===== src/rtl/data_bus_pkg.sv =====
// Shared types and constants for the two-master data bus arbiter.
package data_bus_pkg;

    typedef enum logic [1:0] {IDLE, ACCESS, RESP} state_e;

    typedef enum logic [1:0] {TGT_DMEM, TGT_TBMAN, TGT_NONE} target_e;

    localparam logic [3:0]  DMEM_REGION = 4'h1;
    localparam logic [19:0] TBMAN_PAGE  = 20'h8000F;

    localparam logic MASTER_M0 = 1'b0;
    localparam logic MASTER_M1 = 1'b1;

endpackage


===== src/rtl/bus_region_decode.sv =====
// Address-to-target decode for the data bus.
// Dmem takes precedence over the tbman page.
module bus_region_decode
    import data_bus_pkg::*;
(
    input  logic [31:0] addr_i,
    output target_e     target_o
);

    always_comb begin
        target_o = TGT_NONE;
        if (addr_i[31:28] == DMEM_REGION) begin
            target_o = TGT_DMEM;
        end else if (addr_i[31:12] == TBMAN_PAGE) begin
            target_o = TGT_TBMAN;
        end
    end

endmodule


===== src/rtl/data_bus_arbiter.sv =====
// Two-master data bus arbiter with per-target wait states and unmapped-address errors.
// Define ARB_FIXED_PRIO_EN to make M0 win every tie instead of round-robin.
module data_bus_arbiter
    import data_bus_pkg::*;
#(
    parameter int unsigned DMEM_WAIT  = 0,
    parameter int unsigned TBMAN_WAIT = 2,
    parameter int unsigned WAIT_W     = 4
) (
    input  logic        clk,
    input  logic        reset,
    input  logic        m0_req,
    input  logic        m0_we,
    input  logic [31:0] m0_addr,
    input  logic [31:0] m0_wdata,
    input  logic [3:0]  m0_be,
    output logic        m0_ack,
    output logic        m0_err,
    output logic [31:0] m0_rdata,
    input  logic        m1_req,
    input  logic        m1_we,
    input  logic [31:0] m1_addr,
    input  logic [31:0] m1_wdata,
    input  logic [3:0]  m1_be,
    output logic        m1_ack,
    output logic        m1_err,
    output logic [31:0] m1_rdata,
    output logic [31:0] bus_addr,
    output logic [31:0] bus_wdata,
    output logic [3:0]  bus_be,
    output logic        bus_we,
    output logic        cs_dmem_n,
    output logic        cs_tbman_n,
    input  logic [31:0] dmem_rdata,
    input  logic [31:0] tbman_rdata
);

    if (DMEM_WAIT >= (2 ** WAIT_W)) begin : g_bad_dmem_wait
        $error("DMEM_WAIT does not fit in a WAIT_W-bit counter");
    end
    if (TBMAN_WAIT >= (2 ** WAIT_W)) begin : g_bad_tbman_wait
        $error("TBMAN_WAIT does not fit in a WAIT_W-bit counter");
    end

    localparam logic [WAIT_W-1:0] DMEM_CNT  = WAIT_W'(DMEM_WAIT);
    localparam logic [WAIT_W-1:0] TBMAN_CNT = WAIT_W'(TBMAN_WAIT);

    state_e            state_q;
    logic              last_grant_q;
    logic              owner_q;
    target_e           tgt_q;
    logic [WAIT_W-1:0] cnt_q;
    logic              we_q;
    logic [31:0]       bus_addr_q;
    logic [31:0]       bus_wdata_q;
    logic [3:0]        bus_be_q;
    logic              bus_we_q;
    logic              cs_dmem_n_q;
    logic              cs_tbman_n_q;
    logic              m0_ack_q;
    logic              m0_err_q;
    logic [31:0]       m0_rdata_q;
    logic              m1_ack_q;
    logic              m1_err_q;
    logic [31:0]       m1_rdata_q;

    logic              any_req;
    logic              win_m1;
    logic              win_we;
    logic [31:0]       win_addr;
    logic [31:0]       win_wdata;
    logic [3:0]        win_be;
    target_e           win_tgt;
    logic [WAIT_W-1:0] win_cnt;
    logic [31:0]       cap_rdata;

    always_comb begin
        any_req = m0_req | m1_req;
        if (m0_req && m1_req) begin
`ifdef ARB_FIXED_PRIO_EN
            win_m1 = MASTER_M0;
`else
            win_m1 = ~last_grant_q;
`endif
        end else begin
            win_m1 = m1_req;
        end
        win_we    = win_m1 ? m1_we    : m0_we;
        win_addr  = win_m1 ? m1_addr  : m0_addr;
        win_wdata = win_m1 ? m1_wdata : m0_wdata;
        win_be    = win_m1 ? m1_be    : m0_be;
    end

    bus_region_decode u_decode (
        .addr_i   (win_addr),
        .target_o (win_tgt)
    );

    assign win_cnt   = (win_tgt == TGT_TBMAN) ? TBMAN_CNT : DMEM_CNT;
    assign cap_rdata = (tgt_q == TGT_TBMAN) ? tbman_rdata : dmem_rdata;

    always_ff @(posedge clk) begin
        if (reset) begin
            state_q      <= IDLE;
            last_grant_q <= MASTER_M1;
            owner_q      <= MASTER_M0;
            tgt_q        <= TGT_NONE;
            cnt_q        <= '0;
            we_q         <= 1'b0;
            bus_addr_q   <= '0;
            bus_wdata_q  <= '0;
            bus_be_q     <= '0;
            bus_we_q     <= 1'b0;
            cs_dmem_n_q  <= 1'b1;
            cs_tbman_n_q <= 1'b1;
            m0_ack_q     <= 1'b0;
            m0_err_q     <= 1'b0;
            m0_rdata_q   <= '0;
            m1_ack_q     <= 1'b0;
            m1_err_q     <= 1'b0;
            m1_rdata_q   <= '0;
        end else begin
            m0_ack_q   <= 1'b0;
            m0_err_q   <= 1'b0;
            m0_rdata_q <= '0;
            m1_ack_q   <= 1'b0;
            m1_err_q   <= 1'b0;
            m1_rdata_q <= '0;
            bus_we_q   <= 1'b0;

            unique case (state_q)
                IDLE: begin
                    if (any_req) begin
                        owner_q     <= win_m1;
                        tgt_q       <= win_tgt;
                        cnt_q       <= win_cnt;
                        we_q        <= win_we;
                        bus_addr_q  <= win_addr;
                        bus_wdata_q <= win_wdata;
                        bus_be_q    <= win_be;
                        if (win_tgt == TGT_NONE) begin
                            state_q  <= RESP;
                            m0_ack_q <= ~win_m1;
                            m0_err_q <= ~win_m1;
                            m1_ack_q <= win_m1;
                            m1_err_q <= win_m1;
                        end else begin
                            state_q      <= ACCESS;
                            cs_dmem_n_q  <= (win_tgt != TGT_DMEM);
                            cs_tbman_n_q <= (win_tgt != TGT_TBMAN);
                            // strobe must coincide with the counter==0 cycle
                            bus_we_q     <= win_we && (win_cnt == '0);
                        end
                    end
                end
                ACCESS: begin
                    if (cnt_q == '0) begin
                        state_q      <= RESP;
                        cs_dmem_n_q  <= 1'b1;
                        cs_tbman_n_q <= 1'b1;
                        m0_ack_q     <= ~owner_q;
                        m1_ack_q     <= owner_q;
                        if (owner_q) begin
                            m1_rdata_q <= cap_rdata;
                        end else begin
                            m0_rdata_q <= cap_rdata;
                        end
                    end else begin
                        cnt_q    <= cnt_q - WAIT_W'(1);
                        bus_we_q <= we_q && (cnt_q == WAIT_W'(1));
                    end
                end
                RESP: begin
                    last_grant_q <= owner_q;
                    state_q      <= IDLE;
                end
                default: state_q <= IDLE;
            endcase
        end
    end

    assign bus_addr   = bus_addr_q;
    assign bus_wdata  = bus_wdata_q;
    assign bus_be     = bus_be_q;
    assign bus_we     = bus_we_q;
    assign cs_dmem_n  = cs_dmem_n_q;
    assign cs_tbman_n = cs_tbman_n_q;
    assign m0_ack     = m0_ack_q;
    assign m0_err     = m0_err_q;
    assign m0_rdata   = m0_rdata_q;
    assign m1_ack     = m1_ack_q;
    assign m1_err     = m1_err_q;
    assign m1_rdata   = m1_rdata_q;

endmodule


===== config.mk =====
export PLATFORM = sky130hd
export DESIGN_NAME = data_bus_arbiter
export DESIGN_NICKNAME = d
export VERILOG_FILES = /design/src/rtl/data_bus_pkg.sv /design/src/rtl/bus_region_decode.sv /design/src/rtl/data_bus_arbiter.sv
export SDC_FILE = /design/constraint.sdc
export NUM_CORES = 1
export LEC_CHECK = 0
export CAP_MARGIN = 20
export CORE_AREA = 2 2 134 136
export DETAILED_ROUTE_END_ITERATION = 12
export DIE_AREA = 0 0 136 138
export HOLD_SLACK_MARGIN = 0.1
export PLACE_DENSITY = 0.77
export SLEW_MARGIN = 20
export SYNTH_ARGS = -nofsm -noshare
export SYNTH_HDL_FRONTEND = slang
export SYNTH_SLANG_ARGS = --single-unit

===== constraint.sdc =====
create_clock -name clk -period 1.7 [get_ports clk]
set_input_delay 0.34 -clock clk [delete_from_list [all_inputs] [get_ports clk]]
set_output_delay 0.34 -clock clk [all_outputs]
set_load 0.01 [all_outputs]

# Yosys cells after proc, flatten, opt, wreduce, memory -nomap -nowiden
# Cells that the tools add are included.
dict set report word_totals {
  ff_bits 150
  wordCells 89
}
dict set report classes {
  addsub 1
  eq_ne 13
  mux 35
  bitwise_logic 7
  n_reduce_logical 15
}
# operator n
set op_table {}
lappend op_table {{32-bit 2-to-1 mux} 3}
lappend op_table {{20-bit == test (second input constant)} 1}
lappend op_table {{1-bit 2-to-1 mux} 16}
lappend op_table {{2-bit 2-to-1 mux} 6}
lappend op_table {{4-bit 2-to-1 mux} 3}
lappend op_table {{1-bit one-hot mux with 2 select lines} 5}
lappend op_table {{4-bit by 1-bit == test with 1-bit output (second input constant)} 2}
lappend op_table {{4-bit zero test} 2}
lappend op_table {{2-bit != test (second input constant)} 4}
lappend op_table {{4-bit one-hot mux with 2 select lines} 1}
lappend op_table {{4-bit OR reduction} 2}
lappend op_table {{2-bit by 1-bit == test with 1-bit output (second input constant)} 3}
lappend op_table {{1-bit NOT} 6}
lappend op_table {{2-bit == test (second input constant)} 2}
lappend op_table {{2-bit one-hot mux with 2 select lines} 1}
lappend op_table {{2-bit AND reduction} 2}
lappend op_table {{4-bit AND reduction} 1}
lappend op_table {{2-bit nonzero test} 2}
lappend op_table {{4-bit by 1-bit subtractor with 4-bit output (second input constant)} 1}
lappend op_table {{1-bit logical AND} 3}
lappend op_table {{3-bit AND reduction} 1}
lappend op_table {{2-bit zero test} 1}
lappend op_table {{2-bit by 1-bit != test with 1-bit output (second input constant)} 1}
lappend op_table {{2-bit OR reduction} 1}
lappend op_table {{1-bit bitwise OR} 1}

# Logic depth before layout (Yosys ltp)
dict set report depth {
  word_depth 13
  ltp_mapped 7
}

# Modules after synthesis
# From an unflattened synthesis, not the netlist that was laid out.
dict set report hier_totals {
  cells_unflattened 501
  hier_area_um2 5651.7
}
# module n_inst cells_per_inst area_per_inst_um2 seq_area_each_um2
set modules_own_cells {}
lappend modules_own_cells {data_bus_arbiter 1 491 5571.6 3002.9}
lappend modules_own_cells {bus_region_decode 1 10 80.1 0.0}

# Worst setup path before layout
# No wires, ideal clock.
dict set report synth_path {
  path_kind {input to register}
  from {input port m1_req}
  to {register cs_dmem_n_q (netlist: cs_dmem_n)}
  setup_time_ps 119
  arrival_ps 1475
  required_ps 1581
  setup_slack_ps 106
  path_stages 5
  path_buffers 0
  cell_sequence {a21boi_1 > mux2_2 > or4_1 > nor2_1 > o21bai_1}
}
dict set report synth_between {
  elab_chain_cells 10
  word_cells_on_any_way 16
  classes_between {5 x eq/ne; 7 x mux; 1 x bitwise; 3 x reduce/logical}
}
# element line_no
set synth_lines {}
lappend synth_lines {{from (decl)} data_bus_arbiter.sv:20} ;# input logic m1_req,
lappend synth_lines {{1-bit logical AND} data_bus_arbiter.sv:79} ;# if (m0_req && m1_req) begin
lappend synth_lines {{1-bit 2-to-1 mux} data_bus_arbiter.sv:79}
lappend synth_lines {{32-bit 2-to-1 mux} data_bus_arbiter.sv:89} ;# win_addr = win_m1 ? m1_addr : m0_addr;
lappend synth_lines {{20-bit == test} bus_region_decode.sv:14} ;# end else if (addr_i[31:12] == TBMAN_PAGE) begin
lappend synth_lines {{2-bit 2-to-1 mux} bus_region_decode.sv:14}
lappend synth_lines {{2-bit 2-to-1 mux} bus_region_decode.sv:12} ;# if (addr_i[31:28] == DMEM_REGION) begin
lappend synth_lines {{2-bit nonzero test} data_bus_arbiter.sv:149} ;# cs_dmem_n_q <= (win_tgt != TGT_DMEM);
lappend synth_lines {{1-bit 2-to-1 mux} data_bus_arbiter.sv:141} ;# if (win_tgt == TGT_NONE) begin
lappend synth_lines {{1-bit 2-to-1 mux} data_bus_arbiter.sv:133} ;# if (any_req) begin
lappend synth_lines {{1-bit one-hot mux with 2 select lines} data_bus_arbiter.sv:131} ;# unique case (state_q)
lappend synth_lines {{to (signal assigned)} data_bus_arbiter.sv:149}
lappend synth_lines {{to (decl)} data_bus_arbiter.sv:58} ;# logic cs_dmem_n_q;
# Several ways; a longest one is shown, not always the timed one. The select of a mux whose other input is x is not followed.
# A chain may end at the register's enable or synchronous reset.

# Worst setup path in the final report
dict set report layout_path {
  from {register bus_addr_q[18] (netlist: bus_addr[18])}
  to {output port bus_addr[18]}
}
# element line_no
set layout_lines {}
lappend layout_lines {{from (decl)} data_bus_arbiter.sv:54} ;# logic [31:0] bus_addr_q;
lappend layout_lines {{from (signal assigned)} data_bus_arbiter.sv:138} ;# bus_addr_q <= win_addr;
lappend layout_lines {{to (decl)} data_bus_arbiter.sv:28} ;# output logic [31:0] bus_addr,
# No word-level cell between the ends.

==> impl_metrics.tcl <==
set metrics [dict create \
    outcome "complete, no violations" \
    crit_slowest_cell "clkdlybuf4s50_1" \
    synth_edf_count 0 \
    syn_area_mm2 0.00576 \
    antenna_found_initial 5 \
    hold_buffers 0 \
    rrSetupSlack_ps 110 \
    relSlewSlack_pct 72.5 \
    finalHoldViolCount 0 \
    synth_seq_cells 150 \
    critPathTopFamily "buffers and inverters" \
    place_inst 1229 \
    hp-class "in2reg" \
    clkSinkCount 150 \
    insertion_delay_ps 420 \
    timing.rr.end "cs_dmem_n$_SDFFE_PP1P_" \
    max_freq_mhz 602 \
    netlist_instances 660 \
    final_common_cell "clkdlybuf4s50_1" \
    vias 6111 \
    slew_violations 0 \
    hp-start "m0_addr[15]" \
    crit_arrival_ps 1320 \
    fillers 1545 \
    mostFrequentLayoutCells "clkdlybuf4s50_1, dfxtp_1, nand2_1, nor2_1, a311oi_1" \
    synth-async-reset-ratio_pct 0 \
    grt_pass1_wl_mm 31.7 \
    dp_hpwl_mm 15.8 \
    first_pass_iters 4 \
    setup_viol 0 \
    multiInputGateArea_mm2 0.00263 \
    powerDensity_mw_per_mm2 884 \
    clock_path_buffers 2 \
    ys.flop_type "dfxtp_1" \
    die_x_um 136 \
    fin_crit_sh_pct 97.7 \
    final-seq-area_mm2 0.00300 \
    r2r_start "last_grant_q$_SDFFE_PP1N_" \
    core_area_mm2 0.0175 \
    clock_skew_ps 8.32 \
    layout_min_cycle_time_ps 1660 \
    cap_violations 0 \
    wl_mm 20.8 \
    ant_nets 0 \
    synth_seq_area_share_pct 52.2 \
    post_layout_nonfiller_instances 1270 \
    drt_iter0_markers 274 \
    holdPathEnd "bus_addr[15]$_SDFFE_PP0P_" \
    ff2ff_path_depth 5 \
    wl_per_cell_um 16.4 \
    htree_levels 4 \
    post-route-drc-count 0 \
    finish.utilization_pct 60.1 \
    grt_pass1_vias 5895 \
    numCtsBuffers 17 \
    crit_path_max_incr_delay_ps 580 \
    cp_num_buf_inv 1 \
    ir_drop_mv 0.655 \
    cts_tree "yes" \
    io_pins 345 \
    initial_core_util_pct 32.8 \
    die_h_um 138 \
    path_class "reg2out" \
    worstSetupEndpointType "output port" \
    synth_warnings 0 \
    cp_cell_sequence "clkdlybuf4s50_1" \
    crit_path_start_kind "register" \
    nets 1230 \
    std_cell_rows 49 \
    tightestPinTransition_ps 412 \
    grt_overflow_total 0 \
    port_buffers 344 \
    clockRootBuffer "clkbuf_16" \
    p_leak_uw 0.00433 \
    synth_nets 868 \
    whs_path_depth 3 \
    grt_setup_unrepaired "no" \
    layout-area-overhead-vs-synth_pct 83.0 \
    power_uw 9310 \
    gp_congestion 0.876 \
    grt_max_degree 74 \
    critPathRequiredTime_ps 1360 \
    synth_area_per_cell_um2 8.72 \
    vias_per_cell 4.81 \
    cp_max_fo 2 \
    die-area_mm2 0.0188 \
    drive_gt1_share_pct 10.3 \
    clk_pin_slew_ps 70 \
    grtUsageTotal_pct 21.9 \
    yosysUniqueCellTypes 42 \
]
## Yosys cell counts (all sizes together) (2+ instances only)
library cell	n	share of area (%)
o21bai	2	0.26
inv	3	0.20
buf	27	2.6
a21o	2	0.26
dfxtp	150	52
clkbuf	27	1.8
nor3b	2	0.26
nand3	4	0.35
or4	2	0.26
a311oi	69	10
o21ai	3	0.26
nand4	3	0.33
ha	2	0.43
mux2i	32	5.6
nor4	7	0.87
nor4b	6	0.91
nor2	138	9.0
or3	2	0.22
nand2	146	9.5
nor4bb	3	0.52
nor3	4	0.54
a21oi	11	0.96
## per-layer routing
metal  wire [um]  global-route usage (%)  vias to the layer above
li1            -                       -                     3014
met1        7700                    23.6                     2820
met2       10600                    37.9                      252
met3        1950                    8.21                       25
met4         508                    9.59                        0
met5           0                       0                        -
## stage by stage
step,setup slack (ps),cell area [um^2],hold slack [ps],setup TNS [ps]
floorplan,106,5760,432,0
global placement,-583,9740,451,-21670
detailed placement,-591,9740,454,-24650
CTS,1.72,10400,267,0
global route,0.522,10500,244,0
finish,38.8,10500,243,0
## final cells by class
cell class / count / area share [%]
repair buffers: 397 / 38.1
flip-flops and latches: 150 / 28.5
multi-input cells: 453 / 25.0
clock buffers: 18 / 4.07
well taps: 229 / 2.72
clock inverters: 14 / 1.33
diodes: 6 / 0.143
inverters: 3 / 0.107
## registers in the layout, indices dropped and copies added (netlist names)
| register | cells |
|---|---|
| cs_dmem_n | 1 |
| m1_err | 1 |
| m0_err | 1 |
| last_grant_q | 1 |
| m1_rdata | 32 |
| state_q | 2 |
| m1_ack | 1 |
| cnt_q | 4 |
| bus_wdata | 32 |
| cs_tbman_n | 1 |
| bus_we | 1 |
| bus_addr | 32 |
| m0_rdata | 32 |
| we_q | 1 |
| m0_ack | 1 |
| bus_be | 4 |
| tgt_q | 2 |
| owner_q | 1 |
## report_power, final
group	total, uW	switching [uW]	internal (uW)	leakage (uW)
registers	3830	113	3720	0.00123
clock network	3660	1610	2060	0.000268
logic	1810	766	1050	0.00284
total	9310	2490	6830	0.00433
## worst max path at each step
| stage | startpoint | end | slack (ps) | cells past startpoint |
|---|---|---|---|---|
| floorplan | m1_req | cs_dmem_n$_SDFFE_PP1P_ | 110 | 5 |
| global placement | m0_addr[29] | cnt_q[1]$_SDFFE_PP0P_ | -580 | 7 |
| detailed placement | m0_addr[31] | cnt_q[1]$_SDFFE_PP0P_ | -590 | 7 |
| CTS | bus_addr[29]$_SDFFE_PP0P_ | bus_addr[29] | 2 | 1 |
| global route | bus_addr[8]$_SDFFE_PP0P_ | bus_addr[8] | 0.5 | 1 |
| finish | bus_addr[18]$_SDFFE_PP0P_ | bus_addr[18] | 40 | 1 |
## what timing repair did
action	in CTS	in global routing
buffers inserted	2	2
pin swaps	3	9
resized for setup	23	41
setup endpoints to repair	20	61
## cell families (layout without fill, tap and decap cells)
kind of cell,Yosys count,after routing,synth area share (%)
flip-flops,150,150,52.2
AND/OR/NAND/NOR,321,321,23.2
buffers and inverters,57,432,4.52
multiplexers,33,33,5.76
XOR/XNOR,1,1,0.152
other,0,6,0
adder cells (fa/ha/maj),2,2,0.435
AO/OA/AOI/OAI,96,96,13.8
Note: power is estimated with default switching activity, not from simulation.
